**src/rtl/tristate_tx_pkg.sv**
```systemverilog
// Shared definitions for the tri-state serial transmitter: FSM encoding,
// default turnaround length and a state-decode helper.
package tristate_tx_pkg;

    localparam logic [1:0] ST_IDLE  = 2'd0;
    localparam logic [1:0] ST_PRE   = 2'd1;
    localparam logic [1:0] ST_SHIFT = 2'd2;
    localparam logic [1:0] ST_TRAIL = 2'd3;

    localparam int TA_DEFAULT = 2;

    // The pad is actively driven only while the preamble or the data bits are on the wire.
    function automatic logic drives_pad(input logic [1:0] st);
        return (st == ST_PRE) || (st == ST_SHIFT);
    endfunction

endpackage

```
**src/rtl/tristate_tx_shreg.sv**
```systemverilog
// W-bit load/shift register, MSB first. The MSB output is look-ahead (the MSB
// the register holds after this edge) so the pad flop can register it.
module tristate_tx_shreg #(
    parameter int W = 8
) (
    input  logic         clk,
    input  logic         rst_n,
    input  logic         load,
    input  logic         shift,
    input  logic         clear,
    input  logic [W-1:0] data,
    output logic         msb_next
);

    logic [W-1:0] sr_q;
    logic [W-1:0] sr_d;

    always_comb begin
        sr_d = sr_q;
        if (clear) begin
            sr_d = '0;
        end else if (load) begin
            sr_d = data;
        end else if (shift) begin
            sr_d = {sr_q[W-2:0], 1'b0};
        end
    end

    assign msb_next = sr_d[W-1];

    // NOTE: sequential state uses non-blocking assignments only; the datapath register is reset like the control flops.
    always_ff @(posedge clk or negedge rst_n) begin
        if (!rst_n) begin
            sr_q <= '0;
        end else begin
            sr_q <= sr_d;
        end
    end

endmodule

```
**src/rtl/tristate_tx_seq.sv**
```systemverilog
// Serial transmitter driving an external tri-state buffer: preamble, MSB-first
// data words with gapless chaining, and a released-bus trailer before idle.
module tristate_tx_seq
    import tristate_tx_pkg::*;
#(
    parameter int W  = 8,
    parameter int TA = TA_DEFAULT
) (
    input  logic         clk,
    input  logic         rst_n,
    input  logic [W-1:0] in_data,
    input  logic         in_valid,
    input  logic         in_last,
    output logic         in_ready,
    input  logic         abort,
    output logic         pad_i,
    output logic         pad_t,
    output logic         busy,
    output logic         underrun
);

    localparam int BW  = $clog2(W);
    localparam int TAW = (TA > 0) ? $clog2(TA + 1) : 1;
    localparam logic [BW-1:0]  BIT_MSB  = BW'(W - 1);
    localparam logic [TAW-1:0] TA_LAST  = TAW'((TA > 0) ? TA - 1 : 0);
    localparam logic [1:0]     ST_AFTER = (TA > 0) ? ST_TRAIL : ST_IDLE;

    logic [1:0]     state_q, state_d;
    logic [BW-1:0]  bit_cnt_q, bit_cnt_d;
    logic [TAW-1:0] ta_cnt_q, ta_cnt_d;
    logic           last_q, last_d;
    logic           pad_i_q, pad_i_d;
    logic           pad_t_q, pad_t_d;
    logic           busy_q, busy_d;
    logic           underrun_q, underrun_d;
    logic           sr_load, sr_shift, sr_clear, sr_msb_next;
    logic           xfer;

    // ABORT forces ready low at the chaining point so an abort always beats a new word.
    assign in_ready = (state_q == ST_IDLE) ||
                      ((state_q == ST_SHIFT) && (bit_cnt_q == '0) && !last_q && !abort);
    assign xfer     = in_valid && in_ready;

    tristate_tx_shreg #(.W(W)) u_shreg (
        .clk      (clk),
        .rst_n    (rst_n),
        .load     (sr_load),
        .shift    (sr_shift),
        .clear    (sr_clear),
        .data     (in_data),
        .msb_next (sr_msb_next)
    );

    // NOTE: every signal assigned here gets a default first, so no latches are inferred.
    always_comb begin
        state_d    = state_q;
        bit_cnt_d  = bit_cnt_q;
        ta_cnt_d   = ta_cnt_q;
        last_d     = last_q;
        underrun_d = 1'b0;
        sr_load    = 1'b0;
        sr_shift   = 1'b0;
        sr_clear   = 1'b0;

        case (state_q)
            ST_IDLE: begin
                if (xfer) begin
                    sr_load   = 1'b1;
                    last_d    = in_last;
                    bit_cnt_d = BIT_MSB;
                    ta_cnt_d  = TA_LAST;
                    state_d   = (TA > 0) ? ST_PRE : ST_SHIFT;
                end
            end
            ST_PRE: begin
                if (abort) begin
                    state_d  = ST_AFTER;
                    ta_cnt_d = TA_LAST;
                    sr_clear = 1'b1;
                end else if (ta_cnt_q == '0) begin
                    state_d = ST_SHIFT;
                end else begin
                    ta_cnt_d = ta_cnt_q - TAW'(1);
                end
            end
            ST_SHIFT: begin
                if (abort) begin
                    state_d  = ST_AFTER;
                    ta_cnt_d = TA_LAST;
                    sr_clear = 1'b1;
                end else if (bit_cnt_q != '0) begin
                    sr_shift  = 1'b1;
                    bit_cnt_d = bit_cnt_q - BW'(1);
                end else if (xfer) begin
                    sr_load   = 1'b1;
                    last_d    = in_last;
                    bit_cnt_d = BIT_MSB;
                end else begin
                    underrun_d = !last_q;
                    state_d    = ST_AFTER;
                    ta_cnt_d   = TA_LAST;
                    sr_clear   = 1'b1;
                end
            end
            ST_TRAIL: begin
                if (ta_cnt_q == '0) begin
                    state_d = ST_IDLE;
                end else begin
                    ta_cnt_d = ta_cnt_q - TAW'(1);
                end
            end
            default: state_d = ST_IDLE;
        endcase

        pad_t_d = !drives_pad(state_d);
        pad_i_d = (state_d == ST_SHIFT) ? sr_msb_next : 1'b1;
        busy_d  = (state_d != ST_IDLE);
    end

    always_ff @(posedge clk or negedge rst_n) begin
        if (!rst_n) begin
            state_q    <= ST_IDLE;
            bit_cnt_q  <= '0;
            ta_cnt_q   <= '0;
            last_q     <= 1'b0;
            pad_i_q    <= 1'b1;
            pad_t_q    <= 1'b1;
            busy_q     <= 1'b0;
            underrun_q <= 1'b0;
        end else begin
            state_q    <= state_d;
            bit_cnt_q  <= bit_cnt_d;
            ta_cnt_q   <= ta_cnt_d;
            last_q     <= last_d;
            pad_i_q    <= pad_i_d;
            pad_t_q    <= pad_t_d;
            busy_q     <= busy_d;
            underrun_q <= underrun_d;
        end
    end

    assign pad_i    = pad_i_q;
    assign pad_t    = pad_t_q;
    assign busy     = busy_q;
    assign underrun = underrun_q;

endmodule

```
**config.mk**
```make
export PLATFORM = sky130hd
export DESIGN_NAME = tristate_tx_seq
export DESIGN_NICKNAME = d
export VERILOG_FILES = /design/src/rtl/tristate_tx_pkg.sv /design/src/rtl/tristate_tx_shreg.sv /design/src/rtl/tristate_tx_seq.sv
export SDC_FILE = /design/constraint.sdc
export NUM_CORES = 1
export LEC_CHECK = 0
export ABC_AREA = 1
export CORE_MARGIN = 8
export CORE_UTILIZATION = 45
export CTS_CLUSTER_SIZE = 14
export DETAILED_ROUTE_END_ITERATION = 6
export GPL_TIMING_DRIVEN = 0
export PLACE_DENSITY = 0.75
export SLEW_MARGIN = 40
export SYNTH_ARGS = -nofsm -noshare
export SYNTH_HDL_FRONTEND = slang
export SYNTH_HIERARCHICAL = 1
export SYNTH_SLANG_ARGS = --single-unit
```
**constraint.sdc**
```tcl
create_clock -name clk -period 4.13 [get_ports clk]
set_clock_uncertainty 0.2 [all_clocks]
set_input_delay 0.826 -clock clk [delete_from_list [all_inputs] [get_ports clk]]
set_output_delay 0.826 -clock clk [all_outputs]
set_load 0.01 [all_outputs]
```
# Yosys cells after proc, flatten, opt, wreduce, memory -nomap -nowiden
# Cells that the tools add are included.
totals:
  ff_bits: 20
  out_inout_bits: 5
  wordCells: 84
op_classes:
  n_addsub: 2
  muxes: 43
  n_eq_ne: 10
  n_reduce_logical: 19
ops:
  columns: ["op", "n"]
  rows:
  - ["2-bit two-way mux", 13]
  - ["8-bit two-way mux", 3]
  - ["1-bit two-way mux", 18]
  - ["2-bit one-hot mux with 4 select lines", 2]
  - ["3-bit two-way mux", 3]
  - ["2-bit equality test (second input constant)", 3]
  - ["2-bit inequality test (second input constant)", 3]
  - ["3-bit inequality test (second input constant)", 2]
  - ["1-bit one-hot mux with 2 select lines", 3]
  - ["3-bit one-hot mux with 2 select lines", 1]
  - ["3-bit AND reduction", 2]
  - ["3-bit nonzero test", 2]
  - ["2-bit by 1-bit equality test with 1-bit output (second input constant)", 2]
  - ["1-bit logical AND", 4]
  - ["2-bit zero test", 2]
  - ["2-bit nonzero test", 2]
  - ["1-bit zero test", 3]
  - ["3-bit zero test", 1]
  - ["3-bit by 1-bit subtractor with 3-bit output (second input constant)", 1]
  - ["1-bit logical OR", 2]
  - ["2-bit AND reduction", 1]
  - ["2-bit by 1-bit subtractor with 2-bit output (second input constant)", 1]

# Longest topological paths before layout
# Gate-level depths: netlist of the first run.
depth:
  word_depth: 13
  depth_mapped: 16
  ltp_nobuf: 16

# By module
# The synthesis of the first run kept the hierarchy.
by_module_without_submodules:
  columns: ["module", "instances", "area_per_inst_um2", "cells_each"]
  rows:
  - ["tristate_tx_seq", 1, 795.8, 107]
  - ["tristate_tx_shreg", 1, 429.2, 60]

# Worst setup path after synthesis of the first run
# Ideal clock, no wire load.
synth_path:
  kind: "input to output"
  startpoint: "input abort"
  endpoint: "output in_ready"
  arrival_ns: 1.127
  path_buffers: 0
  path_slack_ns: 1.977
  stages: 3
  path_cell_list: "nor2_4 > nand3_2 > nand2_2"
synth_between:
  elab_chain_len: 3
synth_rtl:
  columns: ["item", "line", "text"]
  rows:
  - ["start, declared", "tristate_tx_seq.sv:15", "input logic abort,"]
  - ["1-bit zero test", "tristate_tx_seq.sv:41", "((state_q == ST_SHIFT) && (bit_cnt_q == '0) && !last_q && !abort);"]
  - ["1-bit logical AND", "tristate_tx_seq.sv:41", null]
  - ["1-bit logical OR", "tristate_tx_seq.sv:40", "assign in_ready = (state_q == ST_IDLE) ||"]
  - ["end, declared", "tristate_tx_seq.sv:14", "output logic in_ready,"]
# No other way between the ends.

# Final worst setup path of the first run
# Same ends and word-level chain as after synthesis.

==> results.cfg, run 1 <==
[run_status]
status = finished, final reports clean

[timing]
fin_crit_ns = 3.25
fin_crit_sh_pct = 78.8
setup_violations = 0
max-slew-margin-rel_pct = 70.0
hold_viol_final = 0
slew_violations = 0
max_freq_mhz = 307
rsz0062_at_grt = false
fin_tns_setup_ns = 0
finalWorstSetupSlack_ns = 0.876
holdWs_ns = 0.248
worstMarginPinSlew_ns = 0.451

[die]
io_pins = 18
rows = 19
die_y_um = 68.2
fp.dieW_um = 68.2
initial_core_util_pct = 46.0
die_area_sq_um = 4650
core_area_sq_um = 2660

[logic_synthesis]
synth_top_family_by_area = simple AND/OR/NAND/NOR gates
synth_warnings = 6
synth_xor_area_share_pct = 0.715
syn_inst = 167
synth_compound_area_share_pct = 4.39
yosys-top-cells-count = nand2_1 (60), inv_1 (29), dfrtp_1 (18)
synth_fa_ha_area_share_pct = 7.15
muxShareOfSynthArea_pct = 0
synth_most_common_cell = nand2_1
synthArstFlopShare_pct = 100
synth_edf_count = 0
ys_types = 25
synth.area.top_cells = dfrtp_1 (37%), nand2_1 (18%), inv_1 (8.9%)
yosysTopAreaCellShare_pct = 36.8
synth_ff_type = dfrtp_1
synth-seq-cells = 20
synth_nets = 187
seq_area_frac_synth_pct = 41.1
netlist_area_sq_um = 1220
yosys.area.top_type = dfrtp_1
synth_simple_gate_area_share_pct = 35.2
synth.avg_cell_area_sq_um = 7.33

[global_routing]
use_met2_pct = 20.4
grt_start_max_net_pins = 21
met3_usage_pct = 3.11
grt-busiest-layer = met2
grt_antenna_before_repair = 0
track_usage_pct = 11.8
grt_pass1_vias = 1046
grt_pass1_wl_um = 4310
use_met1_pct = 13.8
grt_overflow_total = 0

[routing]
wl_per_cell_um = 11.5
post-route-drc-count = 0
via_count = 1047
drtIter0Drc = 74
drt-pass1-iter-count = 4
wl_um = 2530
avgViaCountPerCell = 4.78
detail-route-antenna-nets = 0

[hold_path]
hold_class = in2async

[cts]
ctsResizeCount = 0
cts_tree = yes
cts-root-buf = clkbuf_4
hold_buffers = 0
cts_sinks = 20
cts_buffers = 3
clock_latency_ns = 0.30
cts_buffer_depth = 2
post-cts-setup-buffers = 0
clk_pin_slew_ns = 0.12
htree_levels = 1

[place]
dp.cells = 215
dp_hpwl_um = 1990
globalplace.congestion = 0.925
place_area_sq_um = 1430
pre_cts_slack_ns = 0.865
io_buffers = 17

[flow_run]
drv_cap = 0

[pwr]
powerDensity_nw_per_um2 = 687
fin_total_pwr_mw = 1.02
p_leak_nw = 0.794
max-vdd-ir-drop_mv = 0.399

[layout]
filler_cell_count = 254
area_delta_synth_final_pct = 20.9
final_util_pct = 55.6
antennaDiodeCount = 0
multi_input_area_sq_um = 582
regArea_sq_um = 503
drive_gt1_share_pct = 11.7
fin_cells = 219
nets = 209
final_cell_area_sq_um = 1480

[setup_path]
critPathLaunchType = input port
criticalPathCategory = in2out
critPathRequiredTime_ns = 3.10
cp_data_arrival_time_ns = 2.23
crit_path_max_fanout = 4
end_kind = output pin
[state kept, by name (all words and copies together) (netlist names)]
| name | cells |
|---|---|
| state_q | 2 |
| pad_t | 1 |
| last_q | 1 |
| bit_cnt_q | 3 |
| ta_cnt_q | 2 |
| underrun | 1 |
| u_shreg/sr_q | 8 |
| pad_i | 1 |
| busy | 1 |
[worst paths after layout]
check	from	end	slack (ns)	cells after the start
max	abort	in_ready	0.88	5
min	rst_n	u_shreg/sr_q[4]	0.25	1
max reg2reg	state_q[0]	u_shreg/sr_q[1]	1.79	14
max in group asynchronous	rst_n	pad_t	3.14	1
min reg2reg	u_shreg/sr_q[2]	u_shreg/sr_q[2]	0.29	2
min in group clk	u_shreg/sr_q[2]	u_shreg/sr_q[2]	0.29	2
[worst max-delay path: stages]
cell             delay (ns)
clkdlybuf4s50_1        0.51
nor2_4                 0.17
nand3_2                0.09
nand2_2                0.10
clkdlybuf4s50_1        0.54
[cell type report]
cell class / instances / area share (%)
inverters: 32 / 8.19
flip-flops and latches: 20 / 34.0
clock buffers: 3 / 1.52
clock inverters: 1 / 2.03
well taps: 31 / 2.62
plain buffers: 2 / 1.27
repair buffers: 17 / 11.1
multi-input cells: 113 / 39.3
[cells by family after synthesis]
logic type,count (synthesis)
simple gates,95
buf+inv,34
flops,20
compound gates,10
fa+ha+maj,7
xor+xnor,1
[power by group]
part           total [mW]  internal, mW  leakage, nW  switching, mW
Combinational       0.534         0.202        0.521          0.331
Sequential          0.325         0.281        0.245         0.0445
Clock               0.159        0.0981       0.0279         0.0611
Total                1.02         0.581        0.794          0.437
[cell usage in the layout, fill, tap and decap left out, drive strengths merged]
master          n
dfrtp          18
nand4           1
nand3          15
clkdlybuf4s50  16
clkbuf          3
bufinv          1
nand2          64
clkinv          1
a31oi           1
inv            31
a21oi           1
nor3            2
o21ai           7
nor2           13
dfstp           2
ha              7
o211ai          1
xor2            1
buf             3
[metal layers]
layer / part of all wire [%] / up-vias
met2: 47 / 19
met1: 47 / 479
met3: 5.1 / 4
met4: 0.99 / 0
met5: 0 / -
li1: - / 545
Note: power is estimated with default switching activity, not from simulation.
==> run 2, diff against run 1 <==
==> constraint.sdc (replaced) <==
create_clock -name clk -period 3.1 [get_ports clk]
set_clock_uncertainty 0.2 [all_clocks]
set_input_delay 0.62 -clock clk [delete_from_list [all_inputs] [get_ports clk]]
set_output_delay 0.62 -clock clk [all_outputs]
set_load 0.01 [all_outputs]
==> results of run 2 <==
The final DEF is identical to that of run 1. Status: finished, final reports clean.
Main changes from that run: setup slack after placement 0.865 ns -> 0.247 ns; setup slack after layout 0.876 ns -> 0.234 ns; hold slack 0.248 ns -> 0.0424 ns; start point of the critical path abort -> state_q[0]; register-to-register setup slack 1.79 ns -> 0.76 ns; total power 1.02 mW -> 1.36 mW; worst IR drop on VDD 0.399 mV -> 0.532 mV
